<file path="src/rtl/serial_frame_pkg.sv">
// serial_frame_pkg
//   Shared types and helpers for the serial framer.
//   - state_t   : framer FSM states (IDLE, SHIFT, GAP)
//   - PAR_*     : parity mode encodings for the PARITY parameter
//   - frame_len : number of serial bits per frame (data bits + optional parity)
package serial_frame_pkg;

  typedef enum logic [1:0] {
    IDLE  = 2'd0,
    SHIFT = 2'd1,
    GAP   = 2'd2
  } state_t;

  localparam int PAR_NONE = 0;
  localparam int PAR_EVEN = 1;
  localparam int PAR_ODD  = 2;

  function automatic int frame_len(input int data_w, input int parity);
    return data_w + ((parity != PAR_NONE) ? 1 : 0);
  endfunction

endpackage

</file>
<file path="src/rtl/serial_frame_tx_parity.sv">
// ser_parity_gen
//   Combinational parity over a data word.
//   Ports:
//     data : word to protect
//     odd  : 0 = even parity (bit makes total ones even), 1 = odd parity
//     par  : parity bit
module ser_parity_gen #(
  parameter int DATA_W = 8
) (
  input  logic [DATA_W-1:0] data,
  input  logic              odd,
  output logic              par
);

  assign par = (^data) ^ odd;

endmodule

</file>
<file path="src/rtl/serial_frame_tx.sv">
// serial_frame_tx
//   Parallel-in / serial-out framer. Accepts one DATA_W-bit word per
//   valid/ready handshake and emits it one bit per clock on ser_out, with an
//   optional trailing parity bit and optional idle gap cycles between frames.
//   Ports:
//     clk, rst   : clock, asynchronous active-high reset
//     s_data     : word to transmit, sampled only on the accept edge
//     s_valid    : s_data valid
//     s_ready    : framer can accept a word this cycle (combinational)
//     flush      : synchronous abort, drops the frame in flight
//     ser_out    : serial bit (IDLE_LVL when not shifting)
//     ser_valid  : ser_out carries a frame bit
//     ser_sof    : first bit of a frame
//     busy       : FSM is not in IDLE
module serial_frame_tx
  import serial_frame_pkg::*;
#(
  parameter int   DATA_W     = 8,
  parameter int   LSB_FIRST  = 1,
  parameter int   PARITY     = 0,
  parameter int   GAP_CYCLES = 0,
  parameter logic IDLE_LVL   = 1'b0
) (
  input  logic              clk,
  input  logic              rst,
  input  logic [DATA_W-1:0] s_data,
  input  logic              s_valid,
  output logic              s_ready,
  input  logic              flush,
  output logic              ser_out,
  output logic              ser_valid,
  output logic              ser_sof,
  output logic              busy
);

  localparam int F     = frame_len(DATA_W, PARITY);
  localparam int CNT_W = $clog2(F + 1);
  localparam int GAP_W = 4;

  state_t           state, state_nx;
  logic [CNT_W-1:0] bit_cnt, bit_cnt_nx;
  logic [GAP_W-1:0] gap_cnt, gap_cnt_nx;
  logic [F-1:0]     shreg;
  logic [DATA_W-1:0] data_ord;
  logic [F-1:0]     frame_word;
  logic             par_bit;
  logic             accept, last_bit, load, shift;
  logic             out_nx, valid_nx, sof_nx;

  ser_parity_gen #(.DATA_W(DATA_W)) u_par (
    .data (s_data),
    .odd  (PARITY == PAR_ODD),
    .par  (par_bit)
  );

  // Reorder the word so that bit 0 of frame_word is always the first bit on
  // the line; the shifter then only ever moves right.
  for (genvar g = 0; g < DATA_W; g++) begin : g_ord
    assign data_ord[g] = (LSB_FIRST != 0) ? s_data[g] : s_data[DATA_W-1-g];
  end

  if (PARITY != PAR_NONE) begin : g_par
    assign frame_word = {par_bit, data_ord};
  end else begin : g_nopar
    assign frame_word = data_ord;
  end

  // bit_cnt counts bits already placed on ser_out, so F means the last bit
  // is on the line this cycle.
  assign last_bit = (state == SHIFT) && (bit_cnt == CNT_W'(F));
  assign s_ready  = !flush && ((state == IDLE) || (last_bit && (GAP_CYCLES == 0)));
  assign accept   = s_valid && s_ready;

  always_comb begin
    state_nx   = state;
    bit_cnt_nx = bit_cnt;
    gap_cnt_nx = gap_cnt;
    load       = 1'b0;
    shift      = 1'b0;
    out_nx     = IDLE_LVL;
    valid_nx   = 1'b0;
    sof_nx     = 1'b0;
    if (flush) begin
      state_nx   = IDLE;
      bit_cnt_nx = '0;
      gap_cnt_nx = '0;
    end else if (accept) begin
      // Covers both IDLE and the back-to-back reload on the last bit.
      state_nx   = SHIFT;
      bit_cnt_nx = CNT_W'(1);
      load       = 1'b1;
      out_nx     = frame_word[0];
      valid_nx   = 1'b1;
      sof_nx     = 1'b1;
    end else begin
      case (state)
        SHIFT: begin
          if (!last_bit) begin
            bit_cnt_nx = bit_cnt + CNT_W'(1);
            shift      = 1'b1;
            out_nx     = shreg[0];
            valid_nx   = 1'b1;
          end else begin
            bit_cnt_nx = '0;
            if (GAP_CYCLES > 0) begin
              state_nx   = GAP;
              gap_cnt_nx = GAP_W'(1);
            end else begin
              state_nx = IDLE;
            end
          end
        end
        GAP: begin
          if (gap_cnt == GAP_W'(GAP_CYCLES)) begin
            state_nx   = IDLE;
            gap_cnt_nx = '0;
          end else begin
            gap_cnt_nx = gap_cnt + GAP_W'(1);
          end
        end
        default: ;
      endcase
    end
  end

  // Control and output stage
  always_ff @(posedge clk or posedge rst) begin
    if (rst) begin
      state     <= IDLE;
      bit_cnt   <= '0;
      gap_cnt   <= '0;
      ser_out   <= IDLE_LVL;
      ser_valid <= 1'b0;
      ser_sof   <= 1'b0;
      busy      <= 1'b0;
    end else begin
      state     <= state_nx;
      bit_cnt   <= bit_cnt_nx;
      gap_cnt   <= gap_cnt_nx;
      ser_out   <= out_nx;
      ser_valid <= valid_nx;
      ser_sof   <= sof_nx;
      busy      <= (state_nx != IDLE);
    end
  end

  // Remaining frame bits; bit 0 goes out next. Only read while in SHIFT.
  always_ff @(posedge clk) begin
    if (load) begin
      shreg <= frame_word >> 1;
    end else if (shift) begin
      shreg <= shreg >> 1;
    end
  end

endmodule

</file>
<file path="config.mk">
export PLATFORM = sky130hd
export DESIGN_NAME = serial_frame_tx
export DESIGN_NICKNAME = d
export VERILOG_FILES = /design/src/rtl/serial_frame_pkg.sv /design/src/rtl/serial_frame_tx_parity.sv /design/src/rtl/serial_frame_tx.sv
export SDC_FILE = /design/constraint.sdc
export NUM_CORES = 1
export LEC_CHECK = 0
export CORE_MARGIN = 4
export CORE_UTILIZATION = 60
export CTS_BUF_LIST = sky130_fd_sc_hd__clkbuf_4 sky130_fd_sc_hd__clkbuf_8 sky130_fd_sc_hd__clkbuf_16
export DETAILED_ROUTE_END_ITERATION = 16
export DONT_BUFFER_PORTS = 1
export PLACE_DENSITY = 0.8
export SETUP_SLACK_MARGIN = 0.2
export SYNTH_ARGS = -nofsm -noshare
export SYNTH_HDL_FRONTEND = slang
export SYNTH_SLANG_ARGS = --single-unit
export TNS_END_PERCENT = 1
</file>
<file path="constraint.sdc">
create_clock -name clk -period 2.48 [get_ports clk]
set_input_delay 0.248 -clock clk [delete_from_list [all_inputs] [get_ports clk]]
set_output_delay 0.248 -clock clk [all_outputs]
set_load 0.05 [all_outputs]
</file>
* After elaboration in Yosys (flattened, before gate mapping) *
Index checks and enable logic that the tools add are counted.

cells by class
  add/sub/neg operators = 2
  equality and inequality tests = 4
  mux-type cells = 27
  reduce and logical (&&, ||, !) cells = 12

operator list
  kind                                           count
  two-way mux 4 bit                              8
  two-way mux 7 bit                              2
  two-way mux 1 bit                              12
  adder 4 x 1 -> 4 bit, second input constant    2
  two-way mux 2 bit                              4
  nonzero test 2 bit                             3
  == test 4 bit, second input constant           1
  logical NOT 4 bit                              1
  case mux 2 bit (2 select lines)                1
  logical AND 1 bit                              3
  nonzero test 3 bit                             1
  == test 2 x 1 -> 1 bit, second input constant  1
  == test 2 bit, second input constant           1
  logical NOT 2 bit                              1
  inequality test 2 bit, second input constant   1
  AND reduction 2 bit                            1
  logical NOT 1 bit                              1
  logical OR 1 bit                               1

word-level totals
  bits in registers = 21
  input bits = 12
  output and inout bits = 5
  word-level logic and storage cells = 53

* Depth between registers and ports, before layout *
Gate-level depths: netlist of the first run.

  depth after elaboration = 9
  depth in mapped cells = 6
  gate-level depth less buffers = 5

* Worst setup path after synthesis of the first run *
Ideal clock, no wire load.

  path kind = reg2reg
  start = reg state[0]
  end = reg shreg[6] (data pin)
  setup time = 0.136 ns
  arrival time = 2.034 ns
  required time = 2.344 ns
  setup slack = 0.309 ns
  stages on the path, launching flop included = 7
  buffers on the path = 1
  period minus slack after synthesis = 2.171 ns
  cells stage by stage = dfrtp_1 inv_1 ha_1 clkbuf_1 inv_1 a21oi_1 and3_1

on the way
  word-level cells in the longest chain between the ends = 8
  elaborated cells between the ends (all ways) = 9
  those cells by class = 1 x eq/ne; 3 x mux; 5 x reduce/logical

ends and longest elaborated chain
  what                    RTL line                text
  start, declared         serial_frame_tx.sv:40   state_t state, state_nx;
  start signal, assigned  serial_frame_tx.sv:137  state <= state_nx;
  == test 2 x 1 -> 1 bit  serial_frame_tx.sv:70   assign last_bit = (state == SHIFT) && (bit_cnt == CNT_W'(F));
  logical AND 1 bit       serial_frame_tx.sv:70
  logical OR 1 bit (*)    serial_frame_tx.sv:71   assign s_ready = !flush && ((state == IDLE) || (last_bit && (GAP_CYCLES == 0)));
  logical AND 1 bit (*)   serial_frame_tx.sv:71
  named net s_ready       serial_frame_tx.sv:28   output logic s_ready,
  logical AND 1 bit (*)   serial_frame_tx.sv:72   assign accept = s_valid && s_ready;
  two-way mux 1 bit (*)   serial_frame_tx.sv:87   end else if (accept) begin
  two-way mux 1 bit (*)   serial_frame_tx.sv:83   if (flush) begin
  two-way mux 7 bit (*)   serial_frame_tx.sv:149  if (load) begin
  end signal, assigned    serial_frame_tx.sv:150  shreg <= frame_word >> 1;
  end signal, assigned    serial_frame_tx.sv:152  shreg <= shreg >> 1;
  end, declared           serial_frame_tx.sv:43   logic [F-1:0] shreg;

Mark *: on every way through the listed nets, which the timed path passes. The rest lies on a longest branch.
A chain may end at the register's enable or synchronous reset.

* Worst setup path in the final report of the first run *
  start = reg state[1]
  end = out s_ready

on the way
  word-level cells in the longest chain between the ends = 4
  elaborated cells between the ends (all ways) = 5
  those cells by class = 1 x eq/ne; 4 x reduce/logical

ends and longest elaborated chain
  what                    RTL line
  == test 2 x 1 -> 1 bit  serial_frame_tx.sv:70
  logical AND 1 bit       serial_frame_tx.sv:70
  logical OR 1 bit (*)    serial_frame_tx.sv:71
  logical AND 1 bit (*)   serial_frame_tx.sv:71
  end, declared           serial_frame_tx.sv:28

Every way passes the cells marked *; elsewhere a longest branch is shown, timed or not.

==> metrics, run 1 <==
synth warn=0; CTS buffer count=3; Antenna Cells=0; GRT Total Usage=0.194; number of core rows=15; clock slew at reported path FFs=0.12 ns; PD cells=548 nW/um2; hpwl dp=1690 um; CP bufs+invs=2; area grow syn2layout=6.13%; IO Port Bufs=0; outcome=finished clean; minimum clock period=2.09 ns; Setup TNS Final=0 ns; most numerous cell in the Yosys netlist=dfrtp_1; Critical Path End Type=primary output; drt pass-1 iters=4; Synth Register Bits=21; Routed WL=2360 um; vias per inst=6.19; die width=52.4 um; Yosys top cell by area=dfrtp_1; min-delay worst type=in -> reg; fraction of registers with async set/reset=0.667; H-tree depth=1; Yosys top cell area share=0.296; Post-synth EDFFs=7; Synth cell types=35; Iteration-0 DRC Markers=22; # fillers=146; worst skew pair latency=0.31 ns; chip height=52.4 um; cells after synthesis=111; R2R setup slack=0.43 ns; DP Worst Slack=0.449 ns; layout cells sized above 1=0.132; largest net degree at the start of global routing=15; top-level I/O count=17; Post-CTS Setup Bufs=0; Final GP Congestion=0.800; ys flop type=dfrtp_1; footprint of the multi-input gates=557 um2; Worst setup SP type=flip-flop; first-pass GRT wire length=3910 um; Worst path top cell family by delay=flip-flops; final setup fails=0; relative slew slack=0.641; skew final=0.00501 ns; Worst EP required=2.23 ns; core area=1800 um2; critical path cell sequence=inv_1 -> ha_1 -> nand4b_1 -> a21oi_1 -> buf_4; vias in the first global route=850; setup ws final=0.394 ns; CTS tree=done; beginning of the worst hold path=flush; Hold Path Depth=1; WHS Endpoint=state[0]; sequential share of the synthesized area=0.474; period utilisation layout=0.841; # DRC=0; most frequent cells after synthesis=dfrtp_1, inv_1, nand2_1, edfxtp_1, ha_1; clock root cell=clkbuf_4; Critical-path top delay cell=dfrtp_1; peak supply drop=0.351 mV; total number of vias=860; Die ar.=2750 um2; max cap viols=0; post-synthesis net count=130; Reg2Reg Depth=5; CTS sink count=21; Final Cell Area=1260 um2; final net count=134; Mapped Area=1180 um2; Worst Path Arrival=1.84 ns; Final Hold Fails=0; register area=561 um2; clock buffer depth=2; gr ovfl total=0; antenna-violating nets left=0; initial cell density of the core=0.657; top post-synthesis cells by area=dfrtp_1, edfxtp_1, ha_1; Slew @ Worst Pin=0.538 ns; Area after DPL=1210 um2; initial antenna violation count=0; crit-path max cell delay=0.42 ns; Critical Path Fanout Max=11; pins over their slew limit=0; Resized Gates After CTS=0; Static Leak=0.542 nW; reg2reg end=shreg[2]; WL per Instance=17.0 um; Avg Synthesized Cell Area=10.7 um2; worst reg2reg startpoint=state[1]; RSZ-0062 raised after global routing=false; worst setup path category=reg -> out; fmax=0.480 GHz
timing repair:
action | CTS | global route
hold buffers | 2 | 0
endpoints found under the hold margin | 17 | 0
endpoints found under the setup margin | 0 | 0
state kept, by name, summed over array words and instances (netlist names):
name,count
state,2
bit_cnt,4
gap_cnt,4
ser_valid,1
busy,1
ser_out,1
shreg,7
ser_sof,1
per-layer routing:
metal  up-vias  track usage  share of wire  wire length, um
li1        409            -              -                -
met1       414        0.253           0.43             1020
met2        31        0.312           0.48             1130
met3         6       0.0427          0.072              170
met4         0       0.0723          0.018               42
met5         -            0              0                0
cell usage in the layout (no fill, tap or decap), types with 2 or more instances in the layout:
| cell | Yosys | routed |
|---|---|---|
| edfxtp_1 | 7 | 7 |
| mux2_2 | 6 | 6 |
| nor2_1 | 4 | 4 |
| nor2b_1 | 2 | 2 |
| or3b_2 | 2 | 2 |
| dfrtp_1 | 14 | 14 |
| nand2_1 | 10 | 10 |
| mux2i_1 | 6 | 6 |
| inv_1 | 12 | 12 |
| a31oi_1 | 2 | 2 |
| nand3_1 | 2 | 2 |
| nand3b_1 | 2 | 2 |
| a21oi_1 | 6 | 6 |
| o211ai_1 | 2 | 2 |
| clkbuf_4 | 0 | 3 |
| and4b_1 | 2 | 2 |
| o21ai_0 | 3 | 3 |
| ha_1 | 7 | 7 |
| o31ai_1 | 2 | 2 |
| buf_4 | 0 | 2 |
| dlygate4sd3_1 | 0 | 2 |
report_power, final:
part | internal (mW) | switching (mW) | total, mW
Sequential | 0.383 | 0.0330 | 0.416
Clock | 0.0602 | 0.109 | 0.169
Combinational | 0.0399 | 0.0632 | 0.103
Total | 0.483 | 0.205 | 0.688
cell type report:
class	count	area share
Clock buffer	3	0.0179
Clock inverter	1	0.00398
Inverter	12	0.0359
Multi-Input combinational cell	73	0.443
Sequential cell	21	0.446
Tap cell	25	0.0249
Timing Repair Buffer	4	0.0279
worst max path at each step:
stage	from	cells after the start	end	slack, ns
6_report	state[1]	5	s_ready	0.39
5_1_grt	state[1]	5	s_ready	0.22
3_3_place_gp	state[1]	5	shreg[5]	0.52
3_5_place_dp	state[1]	5	shreg[4]	0.45
2_1_floorplan	state[0]	6	shreg[6]	0.31
4_1_cts	state[1]	5	s_ready	0.41
cell families after synthesis:
kind of cell,share of synthesized area
multiplexers,0.108
buffers and inverters,0.0560
AND/OR/NAND/NOR,0.156
flip-flops,0.474
adder cells (fa/ha/maj),0.0740
AO/OA/AOI/OAI,0.132
stage by stage:
stage	std cells	hold WS (ns)	util	power, mW
floorplan	111	0.137	-	0.499
global placement	133	0.208	0.671	0.515
detailed placement	133	0.213	0.671	0.522
CTS	139	0.0324	0.697	0.689
global route	139	0.0374	0.697	0.714
finish	139	0.0294	0.697	0.688
(Power assumes the default switching activity.)
==> inputs of run 2 (changes only) <==
Clock period 2.48 ns to 2.1 ns, I/O delays scaled along.
==> metrics, run 2 (same netlist as run 1, synthesis figures left out) <==
CTS buffer count=3 (unchanged); worst setup path category=reg -> out (unchanged); Worst setup SP type=flip-flop (unchanged); H-tree depth=1 (unchanged); hpwl dp=1670 um (was 1690 um); Final GP Congestion=0.928 (was 0.800); Worst path most repeated cell=buf_6; Regs by FF count=shreg (7), bit_cnt (4), gap_cnt (4) (unchanged); minimum clock period=1.90 ns; critical path cell sequence=inv_2 -> ha_2 -> buf_6 -> nand4b_1 -> a21oi_2 -> buf_6 (was inv_1 -> ha_1 -> nand4b_1 -> a21oi_1 -> buf_4); fmax=0.526 GHz; max cap viols=0 (unchanged); gr ovfl total=0 (unchanged); CTS sink count=21 (unchanged); Critical Path End Type=primary output (unchanged); Iteration-0 DRC Markers=22 (unchanged); chip height=52.4 um (unchanged); relative slew slack=0.645 (was 0.641); worst skew pair latency=0.31 ns (about the same); core area=1800 um2 (unchanged); antenna-violating nets left=0 (unchanged); CTS tree=done (unchanged); drt pass-1 iters=4 (unchanged); max reg flops=7 (unchanged); clock slew at reported path FFs=0.13 ns (was 0.12 ns); clock buffer depth=2 (unchanged); outcome=finished clean (unchanged); final net count=141 (was 134); IO Port Bufs=0 (unchanged); Routed WL=2590 um (was 2360 um); Final Hold Fails=0 (unchanged); pins over their slew limit=0 (unchanged); final setup fails=0 (unchanged); Die ar.=2750 um2 (unchanged); final core utilization=0.748 (was 0.697); leading cell types in the layout, fill and taps excluded=dfrtp_1, inv_1, nand2_1 (unchanged); vias in the first global route=859 (was 850); largest net degree at the start of global routing=15 (unchanged); Slew @ Worst Pin=0.532 ns (was 0.538 ns); R2R setup slack=0.20 ns (was 0.43 ns); PD cells=622 nW/um2 (was 548 nW/um2); first-pass GRT wire length=3990 um (was 3910 um); WL per Instance=17.8 um (was 17.0 um); initial cell density of the core=0.657 (unchanged); total number of vias=908 (was 860); commonest non-fill, non-tap cell in the layout=dfrtp_1 (unchanged); Static Leak=0.581 nW (was 0.542 nW); die width=52.4 um (unchanged); number of core rows=15 (unchanged); Setup TNS Final=0 ns (unchanged); layout cells sized above 1=0.231 (was 0.132); min-delay worst type=in -> reg (unchanged); Worst EP required=1.89 ns (was 2.23 ns); Worst Path Arrival=1.69 ns (was 1.84 ns); initial antenna violation count=0 (unchanged); crit-path max cell delay=0.41 ns (was 0.42 ns); skew final=0.0154 ns (was 0.00501 ns); RSZ-0062 raised after global routing=true (was false); GRT Total Usage=0.198 (was 0.194); Critical Path Fanout Max=10 (was 11); Top reg by flops=shreg (unchanged); clock root cell=clkbuf_4 (unchanged); top-level I/O count=17 (unchanged); area grow syn2layout=13.8% (was 6.13%); setup ws final=0.199 ns (was 0.394 ns); peak supply drop=0.543 mV (was 0.351 mV); Critical-path top delay cell=dfrtp_1 (unchanged); period utilisation layout=0.905; # DRC=0 (unchanged); DP Worst Slack=0.161 ns (was 0.449 ns); CP bufs+invs=3 (was 2); Worst path top cell family by delay=buffers and inverters (was flip-flops); Antenna Cells=0 (unchanged); vias per inst=6.22 (was 6.19)
[run 2: metrics by stage]
stage,hold WS (ns),power [mW],instance area [um2],std cells
finish,0.0461,0.839,1350,146
global route,0.0396,0.873,1350,146
floorplan,0.0992,0.591,1190,111
detailed placement,0.170,0.620,1220,134
global placement,0.165,0.611,1220,134
CTS,-0.0645,0.823,1290,142
[run 2: repair_timing]
action | CTS | global route
hold endpoints to repair | 18 | 5
setup buffers | 2 | 3
setup endpoints to repair | 7 | 13
hold buffers | 1 | 1
pin swaps | 3 | 1
resized for setup | 3 | 5
cloned | 1 | 0
[run 2: final cells by class]
class / instances / area, um2
multi-input cells: 74 / 596
flip-flops and latches: 21 / 561
fillers: 124 / 454
repair buffers: 10 / 87.6
inverters: 12 / 45.0
well taps: 25 / 31.3
clock buffers: 3 / 22.5
clock inverters: 1 / 5.00
[run 2: per-layer routing]
layer | part of all wire | up-vias | GRT usage
li1 | - | 423 | -
met5 | 0 | - | 0
met1 | 0.43 | 445 | 0.259
met2 | 0.50 | 32 | 0.326
met4 | 0.022 | 0 | 0.0681
met3 | 0.044 | 8 | 0.0342
[run 2: path summary, 6_finish.rpt]
check	startpoint	to	depth (start not counted)
worst min-delay path	s_valid	ser_out	2
max in group asynchronous	rst	bit_cnt[2]	2
worst max-delay path	state[1]	s_ready	6
min in group asynchronous	rst	gap_cnt[2]	2
worst min register to register	shreg[5]	shreg[4]	1
worst max register to register	bit_cnt[1]	shreg[1]	5
[run 2: power by group]
part / internal [mW] / switching [mW]
Clock: 0.0712 / 0.127
Sequential: 0.453 / 0.0369
Combinational: 0.0643 / 0.0868
==> inputs of run 3 (changes only) <==
Settings changed: CORE_UTILIZATION 60 to 55, PLACE_DENSITY 0.8 to 0.74.
==> metrics, run 3 (same netlist as run 1, synthesis figures left out) <==
PD cells=601 nW/um2 (was 622 nW/um2); sw power=0.241 mW (was 0.251 mW); hpwl dp=1640 um (was 1670 um); Clock power frac=0.231 (was 0.236); Critical Path Fanout Max=4 (was 10); outcome=finished clean (unchanged); Static Leak=0.607 nW (was 0.581 nW); Cell Count, Final, Fillers Out=152 (was 146); CTS sink count=21 (unchanged); footprint of the multi-input gates=599 um2 (was 596 um2); layout cells sized above 1=0.264 (was 0.231); clock buffer depth=2 (unchanged); Post-Route M1 WL=1070 um (was 1120 um); drt pass-1 iters=4 (unchanged); GRT Total Usage=0.177 (was 0.198); final core utilization=0.695 (was 0.748); vias per inst=5.89 (was 6.22); Area after DPL=1220 um2 (about the same); CTS buffer count=3 (unchanged); Final Cell Area=1390 um2 (was 1350 um2); Regs by FF count=shreg (7), bit_cnt (4), gap_cnt (4) (unchanged); worst setup path category=reg -> reg (was reg -> out); min-delay worst type=in -> reg (unchanged); initial antenna violation count=0 (unchanged); commonest non-fill, non-tap cell in the layout=dfrtp_1 (unchanged); Antenna Cells=0 (unchanged); Worst setup SP type=flip-flop (unchanged); Worst EP required=2.28 ns (was 1.89 ns); final net count=145 (was 141); Slew @ Worst Pin=0.518 ns (was 0.532 ns); worst reg2reg startpoint=gap_cnt[0] (was bit_cnt[1]); final setup fails=0 (unchanged); gr ovfl total=0 (unchanged); max reg flops=7 (unchanged); worst skew pair latency=0.30 ns (was 0.31 ns); fmax=0.535 GHz (was 0.526 GHz); minimum clock period=1.87 ns (was 1.90 ns); leading cell types in the layout, fill and taps excluded=dfrtp_1, inv_1, buf_4 (was dfrtp_1, inv_1, nand2_1); number of core rows=16 (was 15); Final Hold Fails=0 (unchanged); first-pass GRT wire length=3690 um (was 3990 um); # fillers=150 (was 124); register share of total power=0.587 (was 0.584); initial cell density of the core=0.591 (was 0.657); DP Worst Slack=0.181 ns (was 0.161 ns); wire length on met2=1210 um (was 1300 um); H-tree depth=1 (unchanged); die width=54.4 um (was 52.4 um); Worst Setup SP=gap_cnt[0] (was state[1]); Final GP Congestion=0.823 (was 0.928); total number of vias=896 (was 908); clock root cell=clkbuf_4 (unchanged); CTS tree=done (unchanged); relative slew slack=0.654 (was 0.645); chip height=54.4 um (was 52.4 um); max cap viols=0 (unchanged); top-level I/O count=17 (unchanged); Critical Path End Type=flip-flop (was primary output); Comb pwr share=0.182 (was 0.180); skew final=0.00327 ns (was 0.0154 ns); routed wl met3=122 um (was 114 um); Worst Path Arrival=2.05 ns (was 1.69 ns); Placed Instances=136 (was 134); peak supply drop=0.475 mV (was 0.543 mV); Setup TNS Final=0 ns (unchanged); Reg2Reg Depth=5 (unchanged); area grow syn2layout=17.5% (was 13.8%); Iteration-0 DRC Markers=25 (was 22); Highest Signal Layer=met4 (unchanged); clock slew at reported path FFs=0.12 ns (was 0.13 ns); Top reg by flops=shreg (unchanged); # DRC=0 (unchanged); vias in the first global route=788 (was 859); beginning of the worst hold path=s_valid (unchanged); RSZ-0062 raised after global routing=true (unchanged); WL per Instance=16.0 um (was 17.8 um); Int Pwr=0.595 mW (was 0.588 mW); Hold Path Depth=2 (unchanged); switching part of the total power=0.288 (was 0.299); setup ws final=0.232 ns (was 0.199 ns); IO Port Bufs=0 (unchanged); R2R setup slack=0.23 ns (was 0.20 ns); core area=2000 um2 (was 1800 um2); antenna-violating nets left=0 (unchanged); register area=561 um2 (unchanged); period utilisation layout=0.890 (was 0.905); pins over their slew limit=0 (unchanged); largest net degree at the start of global routing=15 (unchanged); Die ar.=2960 um2 (was 2750 um2); Routed WL=2430 um (was 2590 um)
-- run 3: changes by cell type in the layout (fill, tap and decap cells not counted) --
cell / previous run / this run
a221oi_1: 0 / 1
a221oi_2: 1 / 0
buf_4: 6 / 11
ha_1: 5 / 3
ha_2: 1 / 2
ha_4: 1 / 2
mux2_2: 6 / 4
mux2_4: 0 / 2
o211ai_2: 1 / 0
-- run 3: power by group through the flow --
stage | clock (mW) | sequential (mW) | combinational (mW)
2_1_floorplan | 0 | 0.495 | 0.0954
3_3_place_gp | 0 | 0.498 | 0.114
3_5_place_dp | 0 | 0.500 | 0.118
4_1_cts | 0.200 | 0.491 | 0.130
5_1_grt | 0.219 | 0.495 | 0.167
6_report | 0.193 | 0.491 | 0.152
-- run 3: stage by stage --
step	hold WS [ns]	total power, mW
after floorplan	0.0992	0.591
after global placement	0.160	0.612
after detailed placement	0.180	0.617
after CTS	0.0662	0.821
after global routing	0.0574	0.880
final	0.0705	0.836
-- run 3: worst paths after layout --
path	to
setup / recovery	busy
hold reg to reg	shreg[3]
min in group asynchronous	ser_out
setup reg to reg	busy
max in group asynchronous	gap_cnt[1]
hold / removal	ser_out
-- run 3: area by class of cell --
class                      instances  area share
clock inverter                     1     0.00360
inverter                          12      0.0324
tap                               27      0.0243
sequential                        21       0.403
multi-input combinational         73       0.431
timing repair buffer              15      0.0899
clock buffer                       3      0.0162
-- run 3: metal layers --
layer / up-vias / global-route usage
met1: 436 / 0.238
li1: 430 / -
met2: 26 / 0.281
met3: 4 / 0.0354
met4: 0 / 0.0622
met5: - / 0
-- run 3: timing repair --
action,in CTS,in global routing
hold endpoints to repair,19,0
hold buffers,2,0
pin swaps,3,3
resized for setup,2,10
buffers inserted,4,6
endpoints found under the setup margin,7,9
-- run 3: worst max-delay path, stage by stage, from the launching register on --
cell and delay [ns]:
dfrtp_1 0.44, inv_1 0.09, ha_1 0.13, or3b_2 0.48
a221oi_1 0.46, o31ai_1 0.14
